**src/rtl/cmlk_3d_frame_ctrl.sv**
```systemverilog
// Frame-capture sequencer for the 3D packer: start/abort/trigger control, frame counting, overflow flush.
// Optional capture watchdog is built only when CMLK_FRAME_TIMEOUT_EN is defined.
`timescale 1ns/1ps
module cmlk_3d_frame_ctrl #(
   parameter int unsigned INIT_CYCLES = 16,
   parameter int unsigned CNT_W       = 16,
   parameter int unsigned TO_CYCLES   = 4194304
) (
   input  logic             aclk,
   input  logic             areset,
   input  logic             cmd_start,
   input  logic             cmd_abort,
   input  logic [CNT_W-1:0] cfg_frame_num,
   input  logic [1:0]       cfg_frame_type,
   input  logic             trig,
   input  logic             ddr_ready,
   input  logic             frame_store,
   input  logic             fifo_overflow,
   output logic             init_txn,
   output logic             frame_start,
   output logic [1:0]       frame_type,
   output logic             wr2ddr_en,
   output logic             busy,
   output logic             done,
   output logic             err,
   output logic [1:0]       err_code,
   output logic [CNT_W-1:0] frame_cnt
);

   typedef enum logic [2:0] {S_IDLE, S_INIT, S_ARM, S_CAPTURE, S_FLUSH} state_t;

   localparam int unsigned IW = (INIT_CYCLES > 1) ? $clog2(INIT_CYCLES) : 1;
   localparam logic [IW-1:0] INIT_LOAD = IW'(INIT_CYCLES - 1);

   localparam logic [1:0] CODE_OVF = 2'b01;
   localparam logic [1:0] CODE_TO  = 2'b10;

   state_t           state_q, state_d;
   logic [IW-1:0]    tmr_q, tmr_d;
   logic [CNT_W-1:0] num_q, num_d;
   logic [CNT_W-1:0] cnt_q, cnt_d;
   logic [1:0]       type_q, type_d;
   logic [1:0]       code_q, code_d;
   logic             err_q, err_d;
   logic             fs_q, fs_d;
   logic             done_q, done_d;
   logic             init_q, init_d;
   logic             wr_q, wr_d;
   logic             busy_q, busy_d;
   logic             go_flush;
   logic             to_hit;

`ifdef CMLK_FRAME_TIMEOUT_EN
   localparam int unsigned WW = $clog2(TO_CYCLES + 1);
   localparam logic [WW-1:0] TO_LAST = WW'(TO_CYCLES - 1);

   logic [WW-1:0] wd_q, wd_d;

   // Held at zero outside CAPTURE, so every entry into CAPTURE starts a fresh count.
   always_comb begin
      wd_d = '0;
      if (state_q == S_CAPTURE) wd_d = wd_q + 1'b1;
   end

   always_ff @(posedge aclk) begin
      if (areset) wd_q <= '0;
      else        wd_q <= wd_d;
   end

   assign to_hit = (state_q == S_CAPTURE) && (wd_q == TO_LAST);
`else
   assign to_hit = 1'b0;
`endif

   // NOTE: every variable gets its default before the case so no path can infer a latch.
   always_comb begin
      state_d  = state_q;
      tmr_d    = tmr_q;
      num_d    = num_q;
      cnt_d    = cnt_q;
      type_d   = type_q;
      code_d   = code_q;
      err_d    = err_q;
      fs_d     = 1'b0;
      done_d   = 1'b0;
      go_flush = 1'b0;

      unique case (state_q)
         S_IDLE: begin
            if (cmd_start) begin
               num_d   = cfg_frame_num;
               type_d  = cfg_frame_type;
               cnt_d   = '0;
               err_d   = 1'b0;
               code_d  = '0;
               tmr_d   = INIT_LOAD;
               state_d = S_INIT;
            end
         end
         S_INIT: begin
            if (cmd_abort)           go_flush = 1'b1;
            else if (tmr_q == '0)    state_d  = S_ARM;
            else                     tmr_d    = tmr_q - 1'b1;
         end
         S_ARM: begin
            if (cmd_abort) begin
               go_flush = 1'b1;
            end else if (fifo_overflow) begin
               go_flush = 1'b1;
               err_d    = 1'b1;
               code_d   = CODE_OVF;
            end else if (trig && ddr_ready) begin
               fs_d    = 1'b1;
               state_d = S_CAPTURE;
            end
         end
         S_CAPTURE: begin
            if (cmd_abort) begin
               go_flush = 1'b1;
            end else if (fifo_overflow) begin
               go_flush = 1'b1;
               err_d    = 1'b1;
               code_d   = CODE_OVF;
            end else if (to_hit) begin
               go_flush = 1'b1;
               err_d    = 1'b1;
               code_d   = CODE_TO;
            end else if (frame_store) begin
               cnt_d = cnt_q + 1'b1;
               // A latched count of zero means run until aborted.
               if ((num_q != '0) && (cnt_d == num_q)) begin
                  done_d  = 1'b1;
                  state_d = S_IDLE;
               end else begin
                  state_d = S_ARM;
               end
            end
         end
         S_FLUSH: begin
            if (tmr_q == '0) state_d = S_IDLE;
            else             tmr_d   = tmr_q - 1'b1;
         end
         default: state_d = S_IDLE;
      endcase

      if (go_flush) begin
         state_d = S_FLUSH;
         tmr_d   = INIT_LOAD;
      end

      init_d = (state_d == S_INIT) || (state_d == S_FLUSH);
      wr_d   = (state_d == S_CAPTURE);
      busy_d = (state_d != S_IDLE);
   end

   // NOTE: sequential state uses non-blocking assignments so all registers update from the same pre-edge values.
   always_ff @(posedge aclk) begin
      if (areset) begin
         state_q <= S_IDLE;
         tmr_q   <= '0;
         num_q   <= '0;
         cnt_q   <= '0;
         type_q  <= '0;
         code_q  <= '0;
         err_q   <= 1'b0;
         fs_q    <= 1'b0;
         done_q  <= 1'b0;
         init_q  <= 1'b0;
         wr_q    <= 1'b0;
         busy_q  <= 1'b0;
      end else begin
         state_q <= state_d;
         tmr_q   <= tmr_d;
         num_q   <= num_d;
         cnt_q   <= cnt_d;
         type_q  <= type_d;
         code_q  <= code_d;
         err_q   <= err_d;
         fs_q    <= fs_d;
         done_q  <= done_d;
         init_q  <= init_d;
         wr_q    <= wr_d;
         busy_q  <= busy_d;
      end
   end

   assign init_txn    = init_q;
   assign frame_start = fs_q;
   assign frame_type  = type_q;
   assign wr2ddr_en   = wr_q;
   assign busy        = busy_q;
   assign done        = done_q;
   assign err         = err_q;
   assign err_code    = code_q;
   assign frame_cnt   = cnt_q;

endmodule

```
**config.mk**
```make
export PLATFORM = sky130hd
export DESIGN_NAME = cmlk_3d_frame_ctrl
export DESIGN_NICKNAME = d
export VERILOG_FILES = /design/src/rtl/cmlk_3d_frame_ctrl.sv
export SDC_FILE = /design/constraint.sdc
export NUM_CORES = 1
export LEC_CHECK = 0
export BUFFER_PORTS_ARGS = -buffer_cell sky130_fd_sc_hd__buf_4
export CAP_MARGIN = 20
export CORE_ASPECT_RATIO = 0.75
export CORE_MARGIN = 2
export CORE_UTILIZATION = 55
export CTS_CLUSTER_SIZE = 8
export DETAILED_ROUTE_END_ITERATION = 10
export PLACE_DENSITY = 0.8
export SETUP_SLACK_MARGIN = 0.02
export SYNTH_ARGS = -nofsm -noshare
export SYNTH_HDL_FRONTEND = slang
export SYNTH_SLANG_ARGS = --single-unit
```
**constraint.sdc**
```tcl
create_clock -name aclk -period 4.1 [get_ports aclk]
set_input_delay 0.82 -clock aclk [delete_from_list [all_inputs] [get_ports aclk]]
set_output_delay 0.82 -clock aclk [all_outputs]
set_load 0.02 [all_outputs]
```
-- Word-level counts from Yosys, hierarchy flattened
Index checks and enable logic that the tools add are counted.
- flip-flop bits (word level): 49
- output and inout port bits: 26
- logic and storage cells: 87
- $add $sub $neg: 2
- eq/ne operators: 16
- muxes and demuxes: 37
- bitwise gates (word level): 3
- reductions and logical operators: 17
- operators with widths (operator ; count):
    $mux W16 ; 4
    $mux W3 ; 11
    $pmux W16 S2 ; 1
    $add A16 B1 Y16 const B ; 1
    $eq A16 B16 Y1 ; 1
    $mux W4 ; 4
    $reduce_bool A16 Y1 ; 1
    $pmux W3 S5 ; 1
    $pmux W4 S3 ; 1
    $ne A2 B2 Y1 const B ; 5
    $eq A3 B2 Y1 const B ; 3
    $mux W1 ; 8
    $mux W2 ; 4
    $eq A3 B1 Y1 const B ; 2
    $eq A3 B3 Y1 const B ; 2
    $ne A3 B3 Y1 const B ; 2
    $reduce_and A5 Y1 ; 1
    $reduce_or A5 Y1 ; 1
    $logic_not A4 Y1 ; 1
    $pmux W1 S2 ; 2
    $pmux W2 S2 ; 1
    $reduce_and A4 Y1 ; 1
    $reduce_bool A2 Y1 ; 2
    $reduce_bool A4 Y1 ; 1
    other kinds (11) ; 14

-- Depth between registers and ports, before layout
Gate-level depths: netlist of the first run.
- depth in word-level cells: 11
- mapped depth: 9
- depth with buffers taken out: 8

-- Worst setup path after synthesis of the first run
OpenSTA, ideal clock, no wires.
- kind: register to register
- start: register cnt_q[0] (netlist: frame_cnt[0])
- end: register busy_q (netlist: busy)
- data arrival time: 2.445 ns
- path slack: 1.523 ns
- cell stages (with the launch flop): 9
- period minus slack after synthesis: 2.577 ns
- cells stage by stage: dfxtp_1 -> ha_1 -> buf_2 -> nand4_2 -> nor4_2 -> mux2_2 -> a211o_1 -> nor4_2 -> o211ai_1
- longest elaborated chain between the ends: 10
- ends and longest elaborated chain (item ; RTL line ; text):
    start: declaration ; 41 ; logic [CNT_W-1:0] cnt_q, cnt_d;
    start signal: assignment ; 175 ; cnt_q <= cnt_d;
    $add A16 B1 Y16 ; 129 ; cnt_d = cnt_q + 1'b1;
    $eq A16 B16 Y1 ; 131 ; if ((num_q != '0) && (cnt_d == num_q)) begin
    $logic_and A1 B1 Y1 ; 131 ;
    $mux W2 ; 131 ;
    $mux W3 ; 128 ; end else if (frame_store) begin
    $mux W3 ; 120 ; end else if (fifo_overflow) begin
    $mux W3 ; 118 ; if (cmd_abort) begin
    $pmux W3 S5 ; 88 ; unique case (state_q)
    $mux W3 ; 146 ; if (go_flush) begin
    $reduce_bool A3 Y1 ; 153 ; busy_d = (state_d != S_IDLE);
    end signal: assignment ; 183 ; busy_q <= busy_d;
    end: declaration ; 49 ; logic busy_q, busy_d;
Every way passes these cells.
A chain may end at the register's enable or synchronous reset.

-- Final worst setup path of the first run
- start: register cnt_q[0] (netlist: frame_cnt[0])
- end: register state_q[1]
- longest elaborated chain between the ends: 9
- ends and longest elaborated chain (item ; RTL line ; text):
    $add A16 B1 Y16 ; 129 ;
    $eq A16 B16 Y1 ; 131 ;
    $logic_and A1 B1 Y1 ; 131 ;
    $mux W2 ; 131 ;
    $mux W3 ; 128 ;
    $mux W3 ; 120 ;
    $mux W3 ; 118 ;
    $pmux W3 S5 ; 88 ;
    $mux W3 ; 146 ;
    end signal: assignment ; 172 ; state_q <= state_d;
    end: declaration ; 38 ; state_t state_q, state_d;
Every way passes these cells.

==> results of run 1 <==
## cells in the final DEF (no fill, tap or decap), types with 3 or more instances in the layout
cell type                  netlist  final
sky130_fd_sc_hd__or3_1          15     15
sky130_fd_sc_hd__a21oi_1        46     46
sky130_fd_sc_hd__and3_1          6      6
sky130_fd_sc_hd__o21ai_0        19     19
sky130_fd_sc_hd__nand4_1         5      5
sky130_fd_sc_hd__a311oi_1        3      3
sky130_fd_sc_hd__dfxtp_1        47     47
sky130_fd_sc_hd__nand3b_1        5      5
sky130_fd_sc_hd__nand2b_1        7      7
sky130_fd_sc_hd__or4_1           3      3
sky130_fd_sc_hd__nand2_1        49     49
sky130_fd_sc_hd__nor2_1         26     26
sky130_fd_sc_hd__nor4_1          7      7
sky130_fd_sc_hd__inv_1           6      6
sky130_fd_sc_hd__nor2b_1         5      5
sky130_fd_sc_hd__and4_1          3      3
sky130_fd_sc_hd__xor2_1          8      8
sky130_fd_sc_hd__clkbuf_8        0      5
sky130_fd_sc_hd__buf_4           4     52
sky130_fd_sc_hd__xnor2_1        11     11
sky130_fd_sc_hd__a31oi_1         5      5
sky130_fd_sc_hd__or2_2           4      4
sky130_fd_sc_hd__nand3_1         8      8
sky130_fd_sc_hd__nor3_1          7      7
## per-stage QoR
| step | util | hold slack (ns) | area [µm²] | worst slack, ns |
|---|---|---|---|---|
| 4_1_cts | 0.6666 | 0.4767 | 3284 | 1.340 |
| 5_1_grt | 0.6666 | 0.5029 | 3284 | 1.162 |
| 2_1_floorplan | - | 0.4404 | 2839 | 1.523 |
| 3_5_place_dp | 0.6458 | 0.4621 | 3182 | 1.351 |
| 3_3_place_gp | 0.6458 | 0.4446 | 3182 | 1.453 |
| 6_report | 0.6666 | 0.4763 | 3284 | 1.309 |
## power by group through the flow
stage / logic, mW / clock network [mW] / registers [mW]
after CTS: 0.237 / 0.338 / 0.531
after detailed placement: 0.236 / 0 / 0.542
after global placement: 0.232 / 0 / 0.540
final: 0.238 / 0.332 / 0.532
after floorplan: 0.166 / 0 / 0.534
after global routing: 0.265 / 0.357 / 0.538
## worst max path at each step
stage	startpoint	to	slack (ns)	cells past startpoint
3_5_place_dp	fifo_overflow	frame_cnt[9]	1.35	7
2_1_floorplan	frame_cnt[0]	busy	1.52	8
6_report	frame_cnt[0]	state_q[1]	1.31	7
5_1_grt	frame_cnt[0]	done	1.16	7
4_1_cts	frame_cnt[0]	busy	1.34	7
3_3_place_gp	fifo_overflow	frame_cnt[9]	1.45	7
## per-layer routing
layer / vias to the layer above / track usage
li1: 1370 / -
met5: - / 0
met2: 129 / 0.3664
met1: 1288 / 0.4131
met3: 4 / 0.04619
met4: 0 / 0.06250
## area by class of cell
cell class / count / area (µm²) / area share
well taps: 60 / 75.07 / 0.02286
repair buffers: 52 / 390.4 / 0.1189
clock buffers: 6 / 72.57 / 0.02210
inverters: 6 / 22.52 / 0.006857
multi-input cells: 286 / 1753 / 0.5337
clock inverters: 1 / 30.03 / 0.009143
flip-flops and latches: 47 / 940.9 / 0.2865
## sequential cells by signal (all words and copies together), names as in the netlist
signal       flops
frame_cnt       16
num_q           16
tmr_q            4
state_q          3
frame_type       2
busy             1
done             1
err              1
frame_start      1
init_txn         1
wr2ddr_en        1
## worst max-delay path, stage by stage (launching register included)
cell	delay [ns]
sky130_fd_sc_hd__dfxtp_1	0.52
sky130_fd_sc_hd__ha_1	0.39
sky130_fd_sc_hd__nand4_2	0.21
sky130_fd_sc_hd__nor4_2	0.43
sky130_fd_sc_hd__mux2_2	0.40
sky130_fd_sc_hd__a211o_1	0.28
sky130_fd_sc_hd__nor4_2	0.30
sky130_fd_sc_hd__a211oi_1	0.13
## kinds of logic (layout without fill, tap and decap cells)
logic type	count (synthesis)	in the layout	share of synthesized area
AND/OR/NAND/NOR	168	168	0.3354
AO/OA/AOI/OAI	91	91	0.1926
flip-flops	47	47	0.3314
buffers and inverters	34	65	0.05333
XOR/XNOR	19	19	0.05862
multiplexers	4	4	0.01498
adder cells (fa/ha/maj)	3	3	0.01234
other	1	1	0.001321
==> results.md, run 1 <==
Synth:
- The netlist area before placement is 2839 µm².
- For this run, the leading register cell type out of synthesis is sky130_fd_sc_hd__dfxtp_1.
- The largest area contributor in the synthesized netlist is sky130_fd_sc_hd__dfxtp_1.
- After synthesis, the cell types taking the most area are sky130_fd_sc_hd__dfxtp_1 (33%), sky130_fd_sc_hd__a21oi_1 (8.1%), sky130_fd_sc_hd__nand2_1 (6.5%), sky130_fd_sc_hd__nor2_1 (3.4%), sky130_fd_sc_hd__xnor2_1 (3.4%).
- The synthesized netlist cell count is 367.
- For this run, the number of Yosys warnings is 0.
- The post-synthesis net count is 395.
- The count of flip-flops with a built-in enable after synthesis is 0.
- By instance count, the leading cell after synthesis is sky130_fd_sc_hd__nand2_1.
- Counting distinct cell types in the post-synthesis netlist gives 61.
- The average size of a mapped cell is 7.736 µm².
- In the synthesized netlist the async set-or-reset flop fraction comes to 0.
- In this run, synthesis produced a sequential element count of 47.
- Of the post-synthesis cell area, the dominant cell type holds 0.3314.
- The sequential fraction of the synthesis area is 0.3314.
- Counting instances in the post-synthesis netlist gives the leading cell types as sky130_fd_sc_hd__nand2_1 (49), sky130_fd_sc_hd__dfxtp_1 (47), sky130_fd_sc_hd__a21oi_1 (46), sky130_fd_sc_hd__nor2_1 (26), sky130_fd_sc_hd__o21ai_0 (19).

Setup path:
- At the worst endpoint, the required time is 4.27 ns.
- Across all register-to-register paths, the minimum setup slack is 1.31 ns.
- The worst register-to-register path ends at state_q[1].
- The largest fanout on the critical path is 9.
- STA puts the critical path data arrival time at 2.96 ns.
- The length in cells of the worst reg-to-reg path is 7.
- The worst setup path is captured at a flop.
- The reg-to-reg startpoint is frame_cnt[0].
- The path type of the worst setup path is flop to flop.
- The worst setup path is launched from a flop.

Detailed routing:
- The total via count after detailed routing is 2,791.
- The met2 wirelength from detailed routing is 3024 µm.
- Summed over all layers, the routed wires come to 7234 µm.
- The routed wire length per instance is 15.79 µm.
- After the first detailed-routing iteration, the DRC count stood at 312.
- The detail route stage leaves a number of antenna-violating nets equal to 0.
- After detailed routing, the number of remaining DRC violations is 0.
- The first detailed-routing pass took 5 iterations.
- The detailed router put a total of 3606 µm of wire on met1.
- The detailed route wirelength on metal3 is 557 µm.
- The uppermost metal layer occupied by signal nets is met4.
- The ratio of routed vias to standard cells is 6.094.

Global routing:
- Summed over all layers, the global routing overflow is 0.
- For this run, the total global-route usage over all layers was measured as 0.2638.
- The number of global-route vias before repair came to 2,418.
- The wire length of the first global-routing pass is 12,050 µm.
- The number of antenna violations at the first check in global routing is 0.
- The maximum number of pins on one net before global-route repair is 46.

Placed design:
- Once placement completed, the tool counted placed cells totaling 451.
- In this run the tool buffered the top-level ports with 50 buffer cells.
- The sum of net half-perimeters after detailed placement is 5121 µm.
- The routability congestion estimate from global placement is 0.9582.

Power:
- In this run the power density over the cells is 335.6 nW/µm².
- The leakage power is 1.269 nW.
- The share of total power dissipated in combinational logic is 0.216.
- The internal power component is 0.7754 mW.
- The portion of total power attributed to sequential cells is 0.483.
- The maximum ir drop on the vdd rail is 218.5 µV.
- Of the total power, the clock network draws 0.301.
- The analysis attributes to net switching a power of 0.3269 mW.
- The fraction of power spent switching nets is 0.2966.
- The design draws 1.102 mW.

Finish:
- The total inserted antenna cells is 0.
- Relative to the synthesized area, the layout overhead comes to 15.69%.
- The final net count is 426.
- After the flow finishes, the layout carries non-filler instances totaling 458.
- The fraction of final layout cells with drive strength greater than 1 is 0.1935.
- The final-layout fill cell count is 441.

Worst hold path:
- The path class of the tightest hold or removal check is flop to flop.
- The startpoint identified for the worst hold timing path is frame_type[1].
- Counting instances, the worst hold path has a depth of 2.
- The terminating pin of the worst hold path is frame_type[1].

Clock network:
- The post-CTS setup buffer count is 0.
- The H-tree was split into 2 levels.
- In this run, CTS created clock tree buffers numbering 5.
- Clock-pin slew was measured on the worst setup and hold paths at 0.09 ns.
- After clock tree synthesis, the flow added hold-fix buffers numbering 0.
- The cell sitting at the root of the clock tree is a sky130_fd_sc_hd__clkbuf_8.
- The clock sink total is 47.
- The source-to-sink clock delay at the later pin of the worst-skew pair is 0.30 ns.
- TritonCTS built the clock tree.
- The number of gates given a new drive strength after cts is 0.
- The maximum buffer depth of the clock tree is 2.

STA:
- The clock arrives with 0.007437 ns of skew.
- The setup TNS after final layout is 0 ns.
- The number of max-slew violations in the final report was 0.
- The number of hold-slack violations in the final timing report is 0.
- The shortest clock period the worst path allows after layout is 2.791 ns.
- Setup repair after global routing left no endpoint under its margin.
- In the finished design, the share of the clock period the worst path needs comes to 0.6808.
- Setup violations remaining at the end of the flow were counted as 0.
- Headroom to the max-slew limit came out at 0.5635.
- The measured slew at the worst slew-check pin is 0.6528 ns.
- The fmax is 358.3 MHz.

Status:
- The run finished with clean final reports.

Die:
- The die covers 5758 µm².
- The die span in y is 66.22 µm.
- After floorplanning, the core was divided into 22 placement rows.
- The I/O pin count is 52.
- In this run the standard cell core region covers 4927 µm².
- Measured along the x axis, the die boundary spans 86.96 µm.
- For this configuration, the core starts out at a cell density of 0.5762.

Flow run:
- The tool flagged a number of max-cap violations equal to 0.
Note: power is estimated with default switching activity, not from simulation.
==> run 2, diff against run 1 <==
clock period = 2.8 ns   (was 4.1 ns; I/O delays follow)
==> run 2 against run 1 <==
  * Largest power group unchanged
  * Sequential share of layout area shrank 0.81 points
  * Via count grew 0.79%
  * Worst setup slack lost 1.1 ns
  * Wire length grew 1.9%
  * Hold slack lost 0.0073 ns
  * Critical path depth is the same
  * Flip-flop and latch count is the same
  * Total power grew 56%
  * Clock skew shrank 0.0022 ns
==> results.md, run 2 (synthesized netlist as in run 1, its figures left out) <==
Clock network:
- The master cell of the clock root buffer is sky130_fd_sc_hd__clkbuf_8.
- The number of gates given a new drive strength after cts is 0.
- The post-CTS setup buffer count is 0.
- The quantity of hold-fixing buffers added after cts is 0.
- The clock passes through at most 2 buffers.
- The TritonCTS clock tree is yes.
- The clock tree synthesis step divided the H-tree into 2 levels.
- Clock tree synthesis found a total of 47 sinks.
- After clock tree synthesis, the clock-pin slew on the worst setup and hold paths is 0.09 ns.
- The total clock buffers created by CTS is 5.
- The source-to-sink clock delay at the later pin of the worst-skew pair is 0.30 ns.

STA:
- For the finished layout, the period the worst path requires is 2.620 ns.
- The setup TNS after final layout is 0 ns.
- The number of max-slew violations in the final report was 0.
- Across the routed clock network, the largest skew measured is 0.005248 ns.
- Final hold analysis gives a worst-case slack of 0.4689 ns.
- The number of hold-slack violations in the final timing report is 0.
- The share of the cycle needed by the critical path after routing is 0.9357.
- The max-slew headroom at the worst pin is 0.5432.
- Setup violations remaining at the end of the flow were counted as 0.
- For the pin with the worst max-slew slack, the measured transition is 0.6832 ns.
- The fmax is 381.7 MHz.
- Setup repair after global routing left no endpoint under its margin.

Placed design:
- The congestion estimate from routability-driven global placement came to 0.9633.
- The number of port buffers is 50.
- The number of cells after detailed placement is 458.
- The placement-stage cell area is 3234 µm².
- The sum of net half-perimeters after detailed placement is 5358 µm.

Finish:
- For this run, the number of standard cells in the final layout without fillers is 466.
- After routing the design area is 3379 µm².
- In the layout the commonest cells are sky130_fd_sc_hd__buf_4 (59), sky130_fd_sc_hd__nand2_1 (49), sky130_fd_sc_hd__dfxtp_1 (47).
- The final layout contains 433 nets.
- The fraction of final layout cells with drive strength greater than 1 is 0.2118.
- The total inserted antenna cells is 0.
- The leading cell type in the layout, fill and taps excluded is sky130_fd_sc_hd__buf_4.
- Relative to the synthesized area, the layout overhead comes to 19.04%.

Power:
- The maximum ir drop on the vdd rail is 376.4 µV.
- In this run the power density over the cells is 510.3 nW/µm².
- The overall power after layout is 1.725 mW.
- The leakage power is 1.335 nW.

Setup path:
- The path type of the worst setup path is flop to flop.
- On the worst path, the slowest cell contributes a delay of 0.51 ns.
- The critical path data required time is 2.98 ns.
- The destination of the worst register-to-register timing path is busy.
- STA classifies the critical path startpoint as a flop.
- For the worst setup path, the data arrival time is 2.80 ns.
- The setup slack of the most critical reg-to-reg path is 0.18 ns.
- The signal on the critical path passes through ha_1 -> nand4_2 -> nor4_4 -> mux2_2 -> a211o_1 -> nor4_2 -> o211ai_1.
- In this run the worst setup path begins at frame_cnt[0].
- The worst register-to-register path begins at frame_cnt[0].
- STA classifies the critical path endpoint as a flop.
- The end of the critical path is busy.
- The highest-delay cell along the critical path is sky130_fd_sc_hd__dfxtp_1.
- The length in cells of the worst reg-to-reg path is 7.
- Along the worst path, the maximum fanout reaches 9.

Global routing:
- The wire length of the first global-routing pass is 12,010 µm.
- Entering global routing, the biggest net connects 46 pins.
- The total routing resource utilization after global routing is 0.2649.
- Global routing finished with a remaining overflow of 0.
- The number of global-route vias before repair is 2,374.
- The number of antenna violations at the first check in global routing came to 0.

Flow run:
- The number of max-cap violations is 0.

Die:
- The floorplan has 22 rows.
- The floorplan step set the die height to 66.22 µm.
- In this run the standard cell core region covers 4927 µm².
- The floorplan step set the die width to 86.96 µm.
- The I/O pin count is 52.
- The starting utilization of the core area is 0.5762.
- The die covers 5758 µm².

Detailed routing:
- Detailed routing inserted a total of 2,813 vias.
- In the routed layout, each cell is associated on average with a via count of 6.036.
- For this block, the initial DRC count from the detailed router was 320.
- After detailed routing, the total wire length is 7368 µm.
- The detail route stage leaves a number of antenna-violating nets equal to 0.
- Dividing the detail-routed wire length by the instance count gives 15.81 µm.
- For this run, design rule violations remaining after detail routing come to 0.
- The first detailed-routing pass ran for 4 iterations.

Worst hold path:
- The kind of path behind the tightest hold check is flop to flop.

Status:
- The flow ran to the end, and the final reports show no timing, DRC or antenna violations.
run 2: layer usage:
metal | GRT usage | routed length (µm) | vias to the layer above
met4 | 0.06250 | 34 | 0
met2 | 0.3569 | 3023 | 130
met3 | 0.05119 | 686 | 6
met5 | 0 | 0 | -
li1 | - | - | 1386
met1 | 0.4205 | 3625 | 1291
run 2: cell type report:
class | instances | area, µm²
inverter | 6 | 22.52
timing repair buffer | 59 | 442.9
sequential | 47 | 940.9
fill | 418 | 1548
clock inverter | 3 | 67.56
tap | 60 | 75.07
multi-input combinational | 286 | 1762
clock buffer | 5 | 68.82
run 2: how the worst min path moves through the flow:
stage	slack, ns	cells after the start	startpoint	endpoint
CTS	0.47	2	frame_type[1]	frame_type[1]
global route	0.49	2	frame_type[1]	frame_type[1]
global placement	0.45	2	frame_type[1]	frame_type[1]
floorplan	0.44	1	tmr_q[3]	tmr_q[3]
finish	0.47	2	frame_type[1]	frame_type[1]
detailed placement	0.46	2	frame_type[1]	frame_type[1]
run 2: where the power goes:
part	internal (mW)	total, mW	switching [mW]	leakage, nW
logic	0.155	0.356	0.201	0.887
registers	0.719	0.779	0.0600	0.384
clock network	0.356	0.590	0.234	0.0644
run 2: worst max-delay path: cells and delay by family (launching register included):
family / cells / cell delay, ns
DFF: 1 / 0.51
muxes: 1 / 0.39
AOI/OAI and AO/OA: 2 / 0.42
and+or+nand+nor: 3 / 0.92
adders and majority gates: 1 / 0.26
run 2: per-stage QoR:
stage / util / worst slack, ns
after global placement: 0.6564 / 0.3153
after CTS: 0.6841 / 0.1548
after floorplan: - / 0.2235
final: 0.6859 / 0.1802
after detailed placement: 0.6564 / 0.2004
after global routing: 0.6859 / 0.06839
==> run 3, diff against run 2 <==
ABC_AREA = 1   (was unset)
PLACE_DENSITY = 0.81   (was 0.8)
==> run 3 against run 2 <==
  * Clock skew increased by 0.0014 ns
  * Clock-buffer cell count increased by 1
  * Clock power about the same
  * Cell count increased by 11%
  * Sequential share of layout area increased by 1.8 points
  * Hold slack got worse by 0.0034 ns
  * Via count increased by 2.0%
  * First-iteration DRC count decreased by 28%
  * Cell area decreased by 6.1%
  * Synthesized cell count increased by 12%
  * Flip-flop and latch count unchanged
  * Critical path type unchanged
  * Largest cell class unchanged
  * Largest power group unchanged
==> results.md, run 3 <==
STA:
- The setup TNS after final layout is 0 ns.
- The worst hold slack across all endpoints is 0.4655 ns.
- Setup violations remaining at the end of the flow were counted as 0.
- Based on the critical path, the design can be clocked at up to 425.9 MHz.
- Dividing the final minimum period by the clock period gives 0.8385.
- The number of hold-slack violations in the final timing report is 0.
- The clock skew after layout is 0.006623 ns.
- The max-slew headroom at the worst pin is 0.5722.
- The number of max-slew violations in the final report is 0.
- The worst path meets setup with 0.4522 ns of slack.
- The measured slew at the worst slew-check pin is 0.6410 ns.
- Setup repair after global routing left no endpoint under its margin.
- The routed design could run at a clock period as short as 2.348 ns.

Placed design:
- Port buffering added 50 buffers.
- In this run the cell area measured after placement is 3039 µm².
- The routability congestion estimate from global placement is 0.8964.
- Once detailed placement completed, the half-perimeter wirelength came to 5019 µm.
- The number of cells after detailed placement is 510.
- The pre-CTS setup slack is 0.5556 ns.

Die:
- The I/O pin count is 52.
- The core footprint is 4519 µm².
- The die is 63.82 µm tall.
- The number of rows in the core area is 21.
- The overall die area is 5345 µm².
- The die is 83.76 µm wide.
- The starting utilization of the core area is 0.5806.

Finish:
- Measured on the finished design, the core utilization comes to 0.7018.
- The final-layout fill cell count is 381.
- The finished cells cover 3172 µm².
- The area growth from synthesis to layout is 20.89%.
- The library cell used most frequently in the layout, excluding fill and tap cells, is sky130_fd_sc_hd__nand2_1.
- Excluding fillers, the count of instances in the completed layout stands at 518.
- Of the cells placed in the final design, the portion with a size suffix greater than 1 is 0.1584.
- The final net count is 488.
- The total inserted antenna cells is 0.
- The top cell types in the final layout, fill and taps aside, are sky130_fd_sc_hd__nand2_1 (97), sky130_fd_sc_hd__inv_1 (59), sky130_fd_sc_hd__buf_4 (54).

Detailed routing:
- The detailed router finished its first iteration with 230 violations.
- The total DRC errors in the routed layout is 0.
- Dividing the detail-routed via count by the number of cells gives 5.537.
- In this run the remaining antenna-violating nets after routing total 0.
- Summing over every cut layer, the via total after detailed routing is 2,868.
- After detailed routing, the average wire length per cell comes to 13.66 µm.
- The first detailed-routing pass took 5 iterations.
- The sum of routed wire length over all layers is 7075 µm.

Synth:
- The largest area contributor in the synthesized netlist is sky130_fd_sc_hd__dfxtp_1.
- The proportion of netlist area held by the largest area contributor is 0.3586.
- The count of cell types in the netlist is 31.
- Yosys printed 0 warnings.
- The average size of a mapped cell is 6.384 µm².
- By area the synthesized netlist is led by sky130_fd_sc_hd__dfxtp_1 (36%), sky130_fd_sc_hd__nand2_1 (14%), sky130_fd_sc_hd__nand3_1 (8.6%), sky130_fd_sc_hd__inv_1 (8.4%), sky130_fd_sc_hd__a21oi_1 (7.6%).
- The number of synthesized register bits is 47.
- For this run, the register share of the synthesized area comes to 0.3586.
- The synthesized netlist cell count is 411.
- For this run, asynchronously set or reset flops after synthesis account for 0.
- By count the netlist is led by sky130_fd_sc_hd__nand2_1 (97), sky130_fd_sc_hd__inv_1 (59), sky130_fd_sc_hd__dfxtp_1 (47), sky130_fd_sc_hd__nand3_1 (45), sky130_fd_sc_hd__nor2_1 (43).
- The count of flip-flops with a built-in enable after synthesis is 0.
- Among all cell types in the netlist, the one instantiated most often is sky130_fd_sc_hd__nand2_1.
- The post-synthesis net count is 439.
- The netlist area before placement is 2624 µm².
- In the synthesized netlist the dominant register cell turns out to be sky130_fd_sc_hd__dfxtp_1.

Power:
- The power density of the placed cells is 587.0 nW/µm².
- The maximum ir drop on the vdd rail is 410.1 µV.
- The analysis attributes to cell leakage a power of 1.368 nW.
- Overall power consumption after layout is estimated at 1.862 mW.

Clock network:
- After clock tree synthesis, the setup repair step added 0 buffers.
- The TritonCTS clock tree is yes.
- The quantity of hold-fixing buffers added after cts is 0.
- Clock latency on the worst-skew pair, taken at its later pin, is 0.30 ns.
- The root buffer cell chosen for the clock tree is sky130_fd_sc_hd__clkbuf_8.
- Clock tree synthesis inserted a total of 5 buffers.
- The H-tree depth is 2.
- The clock transition at the registers of the reported paths is 0.09 ns.
- No sink is reached through more buffers than the 2 on the longest clock path.
- Post-CTS repair changed the size of 0 cells.
- The clock sink total is 47.

Setup path:
- The most numerous cell on the critical path is sky130_fd_sc_hd__nand2_1.
- In this design, the stage delay of the slowest critical-path cell is 0.43 ns.
- The slowest stage of the critical path is the sky130_fd_sc_hd__dfxtp_1 cell.
- The signal on the critical path passes through ha_1 -> nand2_1 -> nor2_2 -> nand3_1 -> o21ai_1 -> nand2_1 -> nand2_1 -> nand3_1 -> nor2_1 -> nand2_1 -> nand2_1 -> nand2_1 -> nand3_2 -> nand2_1.
- The critical path launch point type is a flop.
- The critical path data required time is 3.00 ns.
- The largest fanout on the critical path is 6.
- Data arrives at the worst endpoint at 2.55 ns.
- The origin of the worst setup path is frame_cnt[1].
- The startpoint identified for the worst register-to-register timing path is frame_cnt[1].
- The critical path is of the flop to flop type.
- The endpoint type of the worst setup path is a flop.
- The setup slack of the most critical reg-to-reg path is 0.45 ns.

Global routing:
- The number of global-route vias before repair was 2,592.
- The number of antenna violations at the first check in global routing came to 0.
- For this run, the total global-route usage over all layers was measured as 0.2736.
- The wire length of the first global-routing pass is 11,720 µm.
- The global route total overflow is 0.
- Entering global routing, the biggest net connects 25 pins.

Worst hold path:
- The startpoint identified for the worst hold timing path is err.
- The kind of path behind the tightest hold check is flop to flop.

Flow run:
- Across the run, the number of max-cap violations was 0.

Status:
- The run finished with clean final reports.
[run 3: worst paths after layout]
check / endpoint / cells past startpoint
max: busy / 14
min: err / 2
max reg2reg: busy / 14
min reg2reg: err / 2
[run 3: worst max-delay path, delay by kind of cell, from the launching register on]
kind            cells  cell delay (ns)
simple gates       12             1.32
flops               1             0.43
fa+ha+maj           1             0.29
compound gates      1             0.21
[run 3: cells by family (layout without fill, tap and decap cells)]
family,after synthesis,in the layout,synth area share
AND/OR/NAND/NOR,215,215,0.3629
AO/OA/AOI/OAI,72,72,0.1469
buffers and inverters,71,121,0.1078
flip-flops,47,47,0.3586
XOR/XNOR,3,3,0.01288
adder cells (fa/ha/maj),2,2,0.009536
other,1,1,0.001429
[run 3: metal layers]
metal,vias to the layer above,share of wire,global-route usage
met5,-,0,0
met4,0,0.012,0.08266
met3,14,0.098,0.08010
met2,124,0.46,0.4410
met1,1299,0.43,0.3578
li1,1431,-,-
[run 3: final cells by class]
cell class	instances	area, µm²	share of cell area
sequential	47	940.9	0.2966
inverter	59	221.5	0.06982
tap	57	71.32	0.02249
clock inverter	2	60.06	0.01893
clock buffer	6	72.57	0.02288
multi-input combinational	293	1400	0.4414
timing repair buffer	54	405.4	0.1278
[run 3: where the power goes]
part | switching, mW | internal (mW) | total [mW]
clock | 0.235 | 0.357 | 0.592
sequential | 0.0460 | 0.744 | 0.790
combinational | 0.310 | 0.170 | 0.480
total | 0.591 | 1.27 | 1.86
